File: config.mk
export PLATFORM = sky130hd
export DESIGN_NAME = fetch_unit
export DESIGN_NICKNAME = d
export VERILOG_FILES = /design/src/rtl/fetch_pkg.sv /design/src/rtl/fetch_queue.sv /design/src/rtl/fetch_unit.sv
export SDC_FILE = /design/constraint.sdc
export NUM_CORES = 1
export LEC_CHECK = 0
export BUFFER_PORTS_ARGS = -buffer_cell sky130_fd_sc_hd__buf_2
export CORE_MARGIN = 2
export CORE_UTILIZATION = 35
export DETAILED_ROUTE_END_ITERATION = 16
export GPL_TIMING_DRIVEN = 0
export PLACE_DENSITY_LB_ADDON = 0.3
export REMOVE_ABC_BUFFERS = 1
export SLEW_MARGIN = 40
export SYNTH_ARGS = -nofsm -noshare
export SYNTH_HDL_FRONTEND = slang
export SYNTH_SLANG_ARGS = --single-unit
File: constraint.sdc
create_clock -name clk -period 9 [get_ports clk]
set_input_delay 0.45 -clock clk [delete_from_list [all_inputs] [get_ports clk]]
set_output_delay 0.45 -clock clk [all_outputs]
set_load 0.05 [all_outputs]
File: src/rtl/fetch_pkg.sv
// Shared types and constants for the instruction fetch stage.
package fetch_pkg;

   localparam int unsigned PKG_XLEN  = 32;
   localparam int unsigned INS_BYTES = 4;

   typedef enum logic [1:0] {
      IDLE = 2'd0,
      REQ  = 2'd1,
      WAIT = 2'd2
   } fetch_state_e;

   typedef struct packed {
      logic [PKG_XLEN-1:0] pc;
      logic [PKG_XLEN-1:0] ins;
   } fetch_entry_t;

endpackage

File: src/rtl/fetch_queue.sv
// Prefetch queue: power-of-two FIFO of {pc, ins} with flush and concurrent push/pop.
module fetch_queue
   import fetch_pkg::*;
#(
   parameter  int unsigned DEPTH = 4,
   localparam int unsigned AW    = $clog2(DEPTH),
   localparam int unsigned CW    = $clog2(DEPTH + 1)
) (
   input  logic          clk,
   input  logic          rst,
   input  logic          flush_i,
   input  logic          push_i,
   input  fetch_entry_t  push_data_i,
   input  logic          pop_i,
   output fetch_entry_t  head_o,
   output logic [CW-1:0] count_o
);

   fetch_entry_t  mem_q [DEPTH];
   logic [AW-1:0] wptr_q;
   logic [AW-1:0] rptr_q;
   logic [CW-1:0] count_q;
   logic          do_push;
   logic          do_pop;

   // Qualify push/pop against occupancy; a push into a full queue is legal only with a pop.
   always_comb begin
      do_pop  = pop_i && (count_q != '0);
      do_push = push_i && ((count_q != CW'(DEPTH)) || do_pop);
   end

   // Storage, pointers and occupancy; flush drops contents but keeps stale data words.
   always_ff @(posedge clk) begin
      if (rst) begin
         wptr_q  <= '0;
         rptr_q  <= '0;
         count_q <= '0;
         for (int unsigned i = 0; i < DEPTH; i++) begin
            mem_q[i] <= '0;
         end
      end else if (flush_i) begin
         wptr_q  <= '0;
         rptr_q  <= '0;
         count_q <= '0;
      end else begin
         if (do_push) begin
            mem_q[wptr_q] <= push_data_i;
            wptr_q        <= wptr_q + AW'(1);
         end
         if (do_pop) begin
            rptr_q <= rptr_q + AW'(1);
         end
         count_q <= count_q + CW'(do_push) - CW'(do_pop);
      end
   end

   assign head_o  = mem_q[rptr_q];
   assign count_o = count_q;

endmodule

File: src/rtl/fetch_unit.sv
// Instruction fetch stage: sequential PC generation, single-outstanding imem
// requests, prefetch queue towards the decoder, redirect flush.
// Optional: FETCH_MISALIGN_TRAP_EN adds a sticky fetch_fault on misaligned redirects.
module fetch_unit
   import fetch_pkg::*;
#(
   parameter int unsigned     XLEN     = PKG_XLEN,
   parameter int unsigned     DEPTH    = 4,
   parameter logic [XLEN-1:0] RESET_PC = 32'h0000_0000
) (
   input  logic            clk,
   input  logic            rst,
   input  logic            redirect_valid,
   input  logic [XLEN-1:0] redirect_pc,
   input  logic            halt,
   output logic            imem_req,
   output logic [XLEN-1:0] imem_addr,
   input  logic            imem_gnt,
   input  logic            imem_rvalid,
   input  logic [XLEN-1:0] imem_rdata,
   output logic            ins_valid,
   input  logic            ins_ready,
   output logic [XLEN-1:0] ins,
   output logic [XLEN-1:0] ins_pc
`ifdef FETCH_MISALIGN_TRAP_EN
   ,
   output logic            fetch_fault
`endif
);

   localparam int unsigned     CW         = $clog2(DEPTH + 1);
   localparam logic [XLEN-1:0] ALIGN_MASK = ~XLEN'(INS_BYTES - 1);

   fetch_state_e    state_q, state_d;
   logic [XLEN-1:0] fetch_pc_q, fetch_pc_d;
   logic [XLEN-1:0] req_pc_q, req_pc_d;
   logic            discard_q, discard_d;
   logic            imem_req_q, imem_req_d;
   logic            halt_eff;
   logic            push;
   logic            pop;
   logic [CW:0]     occ_after;
   logic            can_issue;
   logic [CW-1:0]   q_count;
   fetch_entry_t    push_entry;
   fetch_entry_t    head;

`ifdef FETCH_MISALIGN_TRAP_EN
   logic fault_q;
   logic bad_redirect;

   // A misaligned redirect latches a sticky fault that blocks any further issue.
   always_ff @(posedge clk) begin
      if (rst) begin
         fault_q <= 1'b0;
      end else if (bad_redirect) begin
         fault_q <= 1'b1;
      end
   end

   assign bad_redirect = redirect_valid && (redirect_pc[1:0] != 2'b00);
   assign halt_eff     = halt || fault_q || bad_redirect;
   assign fetch_fault  = fault_q;
`else
   assign halt_eff = halt;
`endif

   // Next-state, PC update and queue control; redirect overrides the normal flow.
   always_comb begin
      state_d    = state_q;
      fetch_pc_d = fetch_pc_q;
      req_pc_d   = req_pc_q;
      discard_d  = discard_q;
      push       = (state_q == WAIT) && imem_rvalid && !discard_q && !redirect_valid;
      pop        = ins_valid && ins_ready && !redirect_valid;
      occ_after  = redirect_valid ? '0
                 : ({1'b0, q_count} + (CW+1)'(push) - (CW+1)'(pop));
      can_issue  = !halt_eff && (occ_after < (CW+1)'(DEPTH));

      case (state_q)
         IDLE: begin
            if (can_issue) begin
               state_d = REQ;
            end
         end
         REQ: begin
            if (imem_gnt) begin
               req_pc_d   = fetch_pc_q;
               fetch_pc_d = fetch_pc_q + XLEN'(INS_BYTES);
               state_d    = WAIT;
            end
         end
         WAIT: begin
            if (imem_rvalid) begin
               discard_d = 1'b0;
               state_d   = can_issue ? REQ : IDLE;
            end
         end
         default: begin
            state_d = IDLE;
         end
      endcase

      if (redirect_valid) begin
         fetch_pc_d = redirect_pc & ALIGN_MASK;
         case (state_q)
            REQ: begin
               if (imem_gnt) begin
                  discard_d = 1'b1;
                  state_d   = WAIT;
               end else begin
                  state_d = IDLE;
               end
            end
            WAIT: begin
               if (imem_rvalid) begin
                  discard_d = 1'b0;
                  state_d   = IDLE;
               end else begin
                  discard_d = 1'b1;
               end
            end
            default: begin
            end
         endcase
      end

      imem_req_d = (state_d == REQ);
   end

   // State and fetch-address registers.
   always_ff @(posedge clk) begin
      if (rst) begin
         state_q    <= IDLE;
         fetch_pc_q <= RESET_PC & ALIGN_MASK;
         req_pc_q   <= '0;
         discard_q  <= 1'b0;
         imem_req_q <= 1'b0;
      end else begin
         state_q    <= state_d;
         fetch_pc_q <= fetch_pc_d;
         req_pc_q   <= req_pc_d;
         discard_q  <= discard_d;
         imem_req_q <= imem_req_d;
      end
   end

   assign push_entry.pc  = PKG_XLEN'(req_pc_q);
   assign push_entry.ins = PKG_XLEN'(imem_rdata);

   fetch_queue #(
      .DEPTH (DEPTH)
   ) u_queue (
      .clk         (clk),
      .rst         (rst),
      .flush_i     (redirect_valid),
      .push_i      (push),
      .push_data_i (push_entry),
      .pop_i       (pop),
      .head_o      (head),
      .count_o     (q_count)
   );

   assign imem_req  = imem_req_q;
   assign imem_addr = fetch_pc_q;
   assign ins_valid = (q_count != '0);
   assign ins       = XLEN'(head.ins);
   assign ins_pc    = XLEN'(head.pc);

endmodule

==> metrics <==
mean post-synth cell area=13.6 sq um; Final Core Density=43.2%; die area=42,300 sq um; Yosys reg bits=321; synth warn=0; diode count=0; Placed Cells=1,701; Slew Viols, Final=0; ys flop type=edfxtp_1; first-pass GRT wire length=54.8 mm; largest net degree at the start of global routing=46; vias=8,874; CP most frequent cell=buf_12; Slew headroom=54.0%; initial antenna violation count=0; Placement Rows=73; CTS H-tree depth=2; vias per cell=5.01; Req. time, crit path=9230 ps; Die Span X=206 microns; final setup vio count=0; fmax=0.284 GHz; layout cells sized above 1=26.9%; clock sink count=321; Core Box Area=39,900 sq um; clk_lat worst skew=540 ps; CP Launch Point=state_q[0]; Reg2Reg Setup Slack=5480 ps; crit-path cells=inv_1 -> ha_1 -> nand2_1 -> a2111oi_4 -> nand2b_2 -> nor3b_4 -> buf_6 -> or2_4 -> buf_12 -> buf_12; final hold violations=0; number of flops mapped to enable cells by yosys=248; status=finished clean; Placed Area=16,100 sq um; Slowest-stage cell, CP=a2111oi_4; synth unique cells=56; period utilization=39.1%; RSZ-0062 raised after global routing=no; peak supply drop=0.136 mV; post-DP HPWL=23.4 mm; Sum Neg Setup Slack=0 ps; total power=3.50 mW; worst-margin pin slew=691 ps; remaining antenna violation count after routing=0; grt total ovfl=0; Startpoint Class=flop; CTS tree=built; final worst slack=5480 ps; post-route cell area=17,300 sq um; Leakage=6.62 nW; Cells after Synth=1,049; # IOs=169; final WL=35.9 mm; Resize count post-CTS=0; pre-CTS setup slack=5240 ps; Root Buffer=clkbuf_16; area grow syn2layout=21.3%; Post-CTS Setup Inserts=0; CP Capture Type=flop; Hold Crit Start=redirect_pc[6]; Chip Height=206 microns; drt initial violations=476; Crit Path Max Fanout=26; # Max-Cap Violations=0; port bufs=162; Clock Pin Slew Worst Setup and Hold Paths=60 ps; First-pass DRT Iterations=5; cts hold-fix bufs=0; clock period minus worst slack=3520 ps; worst hold path class=primary input to flop; max incr delay on CP=680 ps; vias in the first global route=9,199; Net count, final=1,298; FFs w/ async S/R, synth=0%; mean routed wirelength per cell=20.3 microns; clock tree buffer depth=3; GPL Wtd Cong=0.754; drt drc=0; hold_ws=144 ps; Seq/Total Area, Yosys=62.6%; Post-Syn Area=14,200 sq um; Pwr Density=203 nW/um^2; CP arrival=3750 ps; CTS buffer count=38; skew final=12.6 ps; CP Class=flop to flop; Initial Utilization=35.6%; non-filler cells, final=1,770; Overall Global Routing Usage=17.3%; RR Startpoint=state_q[0]
[worst paths after layout]
path / to / cells after the start
setup / recovery: u_queue.mem_q[2][18] / 10
setup reg to reg: u_queue.mem_q[2][18] / 10
hold reg to reg: req_pc_q[25] / 2
hold / removal: imem_addr[6] / 3
[routing by layer]
layer | vias to the layer above | routed length (microns) | track usage [%]
li1 | 4154 | - | -
met3 | 43 | 1850 | 3.85
met2 | 208 | 18000 | 29.8
met5 | - | 0 | 0
met4 | 0 | 614 | 3.98
met1 | 4469 | 15500 | 22.1
[worst max-delay path: cells and delay by family (launching register included)]
family	cells	cell delay [ps]
and+or+nand+nor	4	1170
AOI/OAI and AO/OA	1	680
DFF	1	330
buffers and inverters	4	790
adders and majority gates	1	220
[synthesized netlist by cell type, types with 3 or more instances]
cell	number	area, sq um
edfxtp_1	248	7450
and2_1	190	1190
nand2_1	94	353
dfxtp_1	73	1460
and3_1	64	400
mux4_2	62	1400
a21oi_1	44	220
clkbuf_1	44	165
nor2_1	39	146
xnor2_1	19	166
clkbuf_2	17	85.1
a211oi_1	13	97.6
inv_1	13	48.8
xor2_1	13	114
nand3_1	12	60.1
nand4_1	11	68.8
ha_1	10	125
buf_1	7	26.3
nor3_1	7	35.0
nor2b_1	6	37.5
buf_4	5	37.5
and4_1	4	35.0
mux2i_1	4	40.0
nor4_2	4	50.1
o21ai_0	4	20.0
nor4_1	3	18.8
o21bai_1	3	22.5
o22ai_1	3	18.8
[flip-flops by register name, indices dropped and copies added (netlist names), named ones only]
signal           flops
discard_q            1
u_queue.wptr_q       2
u_queue.mem_q      248
imem_req             1
u_queue.rptr_q       2
imem_addr           30
u_queue.count_o      3
state_q              2
req_pc_q            30
[kinds of logic (layout without fill, tap and decap cells)]
| kind of cell | count (synthesis) | count (layout) | synth area share (%) |
|---|---|---|---|
| adders and majority gates | 11 | 11 | 1.02 |
| other | 1 | 4 | 0.0264 |
| AOI/OAI and AO/OA | 82 | 82 | 3.71 |
| xor gates and xnor gates | 32 | 32 | 1.97 |
| and+or+nand+nor | 449 | 449 | 18.0 |
| DFF | 321 | 321 | 62.6 |
| muxes | 66 | 66 | 10.1 |
| buffers and inverters | 87 | 280 | 2.59 |
[final cells by class]
cell class,count,area [sq um]
Clock buffer,60,1080
Multi-Input combinational cell,644,5020
Tap cell,525,657
Timing Repair Buffer,198,1460
Clock inverter,9,73.8
Sequential cell,321,8920
Fill cell,3691,22700
Inverter,13,48.8
[power breakdown]
group	switching [mW]	internal, mW
clock	0.600	0.856
sequential	0.0400	1.66
combinational	0.241	0.103
total	0.881	2.62
[placed cells by master (no fill, tap or decap), drive strengths merged, types with 3 or more instances in the layout]
cell type and instances:
a211oi 15, inv 14, and2 190, nor3b 3, nand4 12, mux2i 4, conb 4, clkbuf 60
xor2 13, clkinv 7, nor3 8, ha 10, nor2 39, xnor2 19, a21oi 44, edfxtp 248
mux4 62, nor2b 6, o22ai 3, nand2 94, buf 198, dfxtp 73, nand3 12, and4 4
o21ai 4, and3 64, o21bai 3, nor4 8
(Power assumes the default switching activity.)
